[src/rtl/clk_en_lock_seq.sv]
// clk_en_lock_seq: qualifies an upstream lock, releases per-channel resets in
// staggered order, then generates one divided clock-enable strobe per channel.
// A lock loss after qualification re-sequences every channel and is counted.
module clk_en_lock_seq #(
    parameter int NUM_CH      = 4,
    parameter int DIV_W       = 8,
    parameter int LOCK_CYCLES = 5,
    parameter int STAGGER     = 2,
    parameter int CNT_W       = 16
) (
    input  logic                    clk_in1,
    input  logic                    reset,
    input  logic                    src_locked_i,
    input  logic [NUM_CH*DIV_W-1:0] div_i,
    output logic                    locked,
    output logic [NUM_CH-1:0]       ch_rst,
    output logic [NUM_CH-1:0]       ch_en,
    output logic [7:0]              unlock_count
);

    typedef enum logic [1:0] {
        WAIT_LOCK,
        RELEASE,
        RUN
    } state_t;

    // Qualify count that completes the lock, and the stagger count at which the
    // last channel leaves reset.
    localparam logic [CNT_W-1:0] QUAL_LAST = CNT_W'(LOCK_CYCLES - 1);
    localparam logic [CNT_W-1:0] STAG_LAST = CNT_W'(STAGGER * NUM_CH);

    state_t            state_q, state_d;
    logic [CNT_W-1:0]  qual_q, qual_d;
    logic [CNT_W-1:0]  stag_q, stag_d, stag_inc;
    logic              locked_q, locked_d;
    logic [NUM_CH-1:0] ch_rst_q, ch_rst_d;
    logic [7:0]        unl_q, unl_d;
    logic              lock_evt;   // qualification completes on this edge
    logic              kill;       // lock lost after qualification

    // Sequencer next-state: lock qualification, staggered release, loss handling.
    always_comb begin
        state_d  = state_q;
        qual_d   = qual_q;
        stag_d   = stag_q;
        stag_inc = stag_q + CNT_W'(1);
        locked_d = locked_q;
        ch_rst_d = ch_rst_q;
        unl_d    = unl_q;
        lock_evt = 1'b0;
        kill     = 1'b0;
        case (state_q)
            WAIT_LOCK: begin
                if (src_locked_i) begin
                    if (qual_q == QUAL_LAST) begin
                        lock_evt = 1'b1;
                        locked_d = 1'b1;
                        qual_d   = '0;
                        stag_d   = '0;
                        state_d  = RELEASE;
                    end else begin
                        qual_d = qual_q + CNT_W'(1);
                    end
                end else begin
                    // A drop before qualification just restarts the run.
                    qual_d = '0;
                end
            end
            RELEASE: begin
                if (!src_locked_i) begin
                    kill = 1'b1;
                end else begin
                    stag_d = stag_inc;
                    for (int k = 0; k < NUM_CH; k++) begin
                        if (stag_inc == CNT_W'(STAGGER * (k + 1))) begin
                            ch_rst_d[k] = 1'b0;
                        end
                    end
                    if (stag_inc == STAG_LAST) begin
                        stag_d  = '0;
                        state_d = RUN;
                    end
                end
            end
            RUN: begin
                if (!src_locked_i) begin
                    kill = 1'b1;
                end
            end
            default: begin
                state_d = WAIT_LOCK;
            end
        endcase
        // Lock loss overrides any release due on the same edge.
        if (kill) begin
            locked_d = 1'b0;
            ch_rst_d = '1;
            qual_d   = '0;
            stag_d   = '0;
            state_d  = WAIT_LOCK;
            if (unl_q != 8'hFF) begin
                unl_d = unl_q + 8'd1;
            end
        end
    end

    // Sequencer state registers.
    always_ff @(posedge clk_in1) begin
        if (reset) begin
            state_q  <= WAIT_LOCK;
            qual_q   <= '0;
            stag_q   <= '0;
            locked_q <= 1'b0;
            ch_rst_q <= '1;
            unl_q    <= '0;
        end else begin
            state_q  <= state_d;
            qual_q   <= qual_d;
            stag_q   <= stag_d;
            locked_q <= locked_d;
            ch_rst_q <= ch_rst_d;
            unl_q    <= unl_d;
        end
    end

    assign locked       = locked_q;
    assign ch_rst       = ch_rst_q;
    assign unlock_count = unl_q;

    // One divider per channel; the divide ratio is frozen at qualification.
    for (genvar gi = 0; gi < NUM_CH; gi++) begin : g_ch
        logic [DIV_W-1:0] div_q, div_d;
        logic [DIV_W-1:0] cnt_q, cnt_d;
        logic [DIV_W-1:0] cnt_last;
        logic             en_q, en_d;

        // Divider next-state: count 0..D-1 while out of reset, strobe on D-1.
        always_comb begin
            div_d    = lock_evt ? div_i[gi*DIV_W +: DIV_W] : div_q;
            // A ratio of 0 behaves as 1, so both give a terminal count of 0.
            cnt_last = (div_q == '0) ? '0 : div_q - DIV_W'(1);
            cnt_d    = '0;
            en_d     = 1'b0;
            if (!kill && !ch_rst_q[gi]) begin
                en_d  = (cnt_q == cnt_last);
                cnt_d = (cnt_q == cnt_last) ? '0 : cnt_q + DIV_W'(1);
            end
        end

        // Divider registers; the strobe is registered so it lands D cycles after release.
        always_ff @(posedge clk_in1) begin
            if (reset) begin
                div_q <= '0;
                cnt_q <= '0;
                en_q  <= 1'b0;
            end else begin
                div_q <= div_d;
                cnt_q <= cnt_d;
                en_q  <= en_d;
            end
        end

        assign ch_en[gi] = en_q;
    end

endmodule
[config.mk]
export PLATFORM = sky130hd
export DESIGN_NAME = clk_en_lock_seq
export DESIGN_NICKNAME = d
export VERILOG_FILES = /design/src/rtl/clk_en_lock_seq.sv
export SDC_FILE = /design/constraint.sdc
export NUM_CORES = 1
export LEC_CHECK = 0
export ABC_AREA = 1
export ABC_CLOCK_PERIOD_IN_PS = 2200
export BUFFER_PORTS_ARGS = -buffer_cell sky130_fd_sc_hd__buf_4
export CORE_AREA = 3 3 112 114
export DETAILED_ROUTE_END_ITERATION = 10
export DIE_AREA = 0 0 115 117
export PLACE_DENSITY = 0.72
export RECOVER_POWER = 50
export SLEW_MARGIN = 20
export SYNTH_ARGS = -nofsm -noshare
export SYNTH_HDL_FRONTEND = slang
export SYNTH_SLANG_ARGS = --single-unit
[constraint.sdc]
create_clock -name clk_in1 -period 2.2 [get_ports clk_in1]
set_input_delay 0.33 -clock clk_in1 [delete_from_list [all_inputs] [get_ports clk_in1]]
set_output_delay 0.33 -clock clk_in1 [all_outputs]
set_load 0.05 [all_outputs]
==> impl_metrics.csv <==
group,metric,value,unit
placed_design,post-place-ws,213.5,ps
final_layout,final_util,64.53,%
critical_path,r2r_end,"state_q[0]$_SDFFE_PP0P_",
floorplan,dieArea,0.01346,mm2
floorplan,die_w,115,um
global_route,grt_pass1_wl,24320,um
critical_path,cpPeakStageDelay,410,ps
placed_design,placedCellCount,1093,
routing,drt_iter0_drc,310,
synthesis,async_flop_share,0,%
sta,tightestPinTransition,960.5,ps
sta,rsz0062_at_grt,"no",
routing,viasPerCell,5.116,
floorplan,die_h,117,um
critical_path,critPathKind,"reg2reg",
sta,finalHoldViolCount,0,
sta,drv_slew,0,
sta,timing.setup.tns,0,ps
sta,worst_clock_skew,7.800,ps
floorplan,placementRows,39,
pwr,peakVddDrop,0.7324,mV
final_layout,drive_gt1_share,11.30,%
critical_path,ff2ff_path_depth,12,
sta,fin_crit_sh,89.00,%
global_route,grtUsageTotal,22.59,%
routing,drc,0,
clock_network,clk_latency,420,ps
synthesis,ys_warn_count,0,
clock_network,root_buffer,"clkbuf_16",
routing,via_count,5755,
synthesis,netlist_instances,913,
critical_path,arrival,2270,ps
critical_path,regToRegSetupSlack,240,ps
critical_path,worstPathRequired,2510,ps
placed_design,hpwl,10170,um
critical_path,startpoint_type,"flip-flop",
clock_network,cts_resized,0,
floorplan,num_io_pins,52,
final_layout,fin_cells,1125,
clock_network,postCtsSetupBuffers,0,
final_layout,diodes,0,
critical_path,crit_chain,"ha_2 > nand2_1 > nor2_2 > nand2_2 > xor2_1 > nand3_1 > nor2_4 > nand3_4 > nand2_2 > nand3_1 > nand2_1 > nor2_1",
sta,slew_headroom,35.87,%
hold_path,hold_start,"div_i[4]",
sta,fmax,510.7,MHz
clock_network,numCtsBuffers,17,
final_layout,num-nets-final,1022,
floorplan,core_area,0.01152,mm2
final_layout,syn2layout_area_growth,16.54,%
sta,period_minus_slack,1958,ps
clock_network,cts_max_path_buffers,2,
synthesis,ys_seq_elements,115,
synthesis,synth_area_per_cell,6.984,um2
pwr,power_density,780.6,mW/mm2
synthesis,ys_types,38,
global_route,antenna_found_initial,0,
clock_network,cts_hold_buf,0,
clock_network,cts_sinks,115,
floorplan,initial_core_util,55.37,%
placed_design,port_buffers,51,
placed_design,place_congestion,0.8627,
final_layout,final_common_cell,"nand2_1",
sta,setup_viol,0,
clock_network,cts_max_level,4,
routing,wirelength,14220,um
pwr,p_leak,2.982,nW
global_route,grt_pass1_vias,5378,
synthesis,yosysSeqAreaShare,36.11,%
routing,wl_per_cell,12.64,um
synthesis,synth_edf_count,0,
hold_path,holdPathEnd,"g_ch[0].div_q[4]$_SDFFE_PP0P_",
clock_network,clk_pin_slew_worst_paths,50,ps
outcome,run_status,"finished clean",
clock_network,cts_tree,"done",
critical_path,worstPathMaxFanout,5,
hold_path,hp-class,"in2reg",
synthesis,synth_area,0.006376,mm2
global_route,grt_max_degree,61,
hold_path,hold_depth,3,
critical_path,slowest_stage,"dfxtp_1",
flow_run,cap_violations,0,
final_layout,final_cell_mix,"167 x nand2_1, 148 x nor2_1, 114 x dfxtp_1, 110 x inv_1, 71 x nand3_1",
synthesis,synth.net_count,966,
routing,detail-route-antenna-nets,0,
routing,dr.pass1.iters,7,
critical_path,reg2reg_from,"stag_q[0]$_SDFFE_PP0P_",
sta,layout_setup_ws,242.0,ps
final_layout,fillCellCount,1091,
critical_path,setup.worst_path.end_class,"flip-flop",
global_route,grt-ovfl-total,0,
synthesis,synth_ff_type,"dfxtp_1",
cell type report:
cell class                 count  area [um2]  area share (%)
inverter                     115       431.7           5.809
clock buffer                  21       440.4           5.927
sequential                   115        2303           31.00
multi-input combinational    660        3543           47.68
clock inverter                11       160.2           2.155
timing repair buffer          60       372.9           5.018
tap                          143       178.9           2.408
worst max-delay path by stage:
stage | start | endpoint | cells past startpoint
2_1_floorplan | unlock_count[0]$_SDFFE_PP0P_ | unlock_count[7]$_SDFFE_PP0P_ | 9
3_3_place_gp | g_ch[1].div_q[0]$_SDFFE_PP0P_ | g_ch[1].cnt_q[3]$_SDFF_PP0_ | 12
3_5_place_dp | g_ch[1].div_q[1]$_SDFFE_PP0P_ | g_ch[1].cnt_q[3]$_SDFF_PP0_ | 12
4_1_cts | g_ch[2].div_q[0]$_SDFFE_PP0P_ | g_ch[2].cnt_q[1]$_SDFF_PP0_ | 13
5_1_grt | g_ch[0].div_q[0]$_SDFFE_PP0P_ | g_ch[0].cnt_q[5]$_SDFF_PP0_ | 12
6_report | stag_q[0]$_SDFFE_PP0P_ | state_q[0]$_SDFFE_PP0P_ | 12
synth_stat cells, types with 8 or more instances:
master | number | area share [%]
ha_1 | 18 | 3.5
a211oi_1 | 28 | 3.3
nand4_1 | 27 | 2.6
clkbuf_1 | 13 | 0.77
xnor2_1 | 18 | 2.5
a21oi_1 | 41 | 3.2
nor2_2 | 10 | 0.98
nand2_1 | 168 | 9.9
dfxtp_1 | 115 | 36
inv_1 | 109 | 6.4
xor2_1 | 40 | 5.5
nor2_1 | 147 | 8.7
nand3_1 | 71 | 5.6
nor2_4 | 8 | 1.4
o21ai_0 | 39 | 3.1
registers in the layout (all words and copies together), names as in the netlist:
register      count
state_q           2
unlock_count      8
g_ch.div_q       32
g_ch.cnt_q       32
ch_rst            4
qual_q           16
g_ch.en_q         4
locked            1
stag_q           16
routing by layer:
metal  wire length (um)  global-route usage [%]
met2               6351                   36.34
met4                257                   8.529
met5                  0                       0
met3                679                   6.787
met1               6926                   28.68
cells by family after synthesis:
group / Yosys count / synth area share (%)
AOI/OAI and AO/OA: 127 / 11.75
DFF: 115 / 36.11
and+or+nand+nor: 457 / 32.16
xor gates and xnor gates: 58 / 7.967
adders and majority gates: 18 / 3.532
buffers and inverters: 138 / 8.477
stage by stage:
| step | hold slack, ps | instance area, um2 | total power [mW] |
|---|---|---|---|
| 2_1_floorplan | 417.3 | 6376 | 2.761 |
| 3_3_place_gp | 426.9 | 6897 | 3.035 |
| 3_5_place_dp | 435.9 | 6897 | 3.041 |
| 4_1_cts | 126.7 | 7497 | 5.903 |
| 5_1_grt | 139.9 | 7431 | 6.060 |
| 6_report | 143.2 | 7431 | 5.800 |
where the power goes:
| group | leakage, nW | switching, mW | internal [mW] | total (mW) |
|---|---|---|---|---|
| logic | 1.76 | 0.562 | 0.248 | 0.809 |
| clock network | 0.291 | 0.958 | 1.88 | 2.84 |
| registers | 0.927 | 0.0305 | 2.12 | 2.15 |
| total | 2.98 | 1.55 | 4.25 | 5.80 |
critical path, delay by kind of cell (launching register included):
kind,cells,cell delay [ps]
fa+ha+maj,1,230
flops,1,410
simple gates,10,1020
xor+xnor,1,180
(Power assumes the default switching activity.)
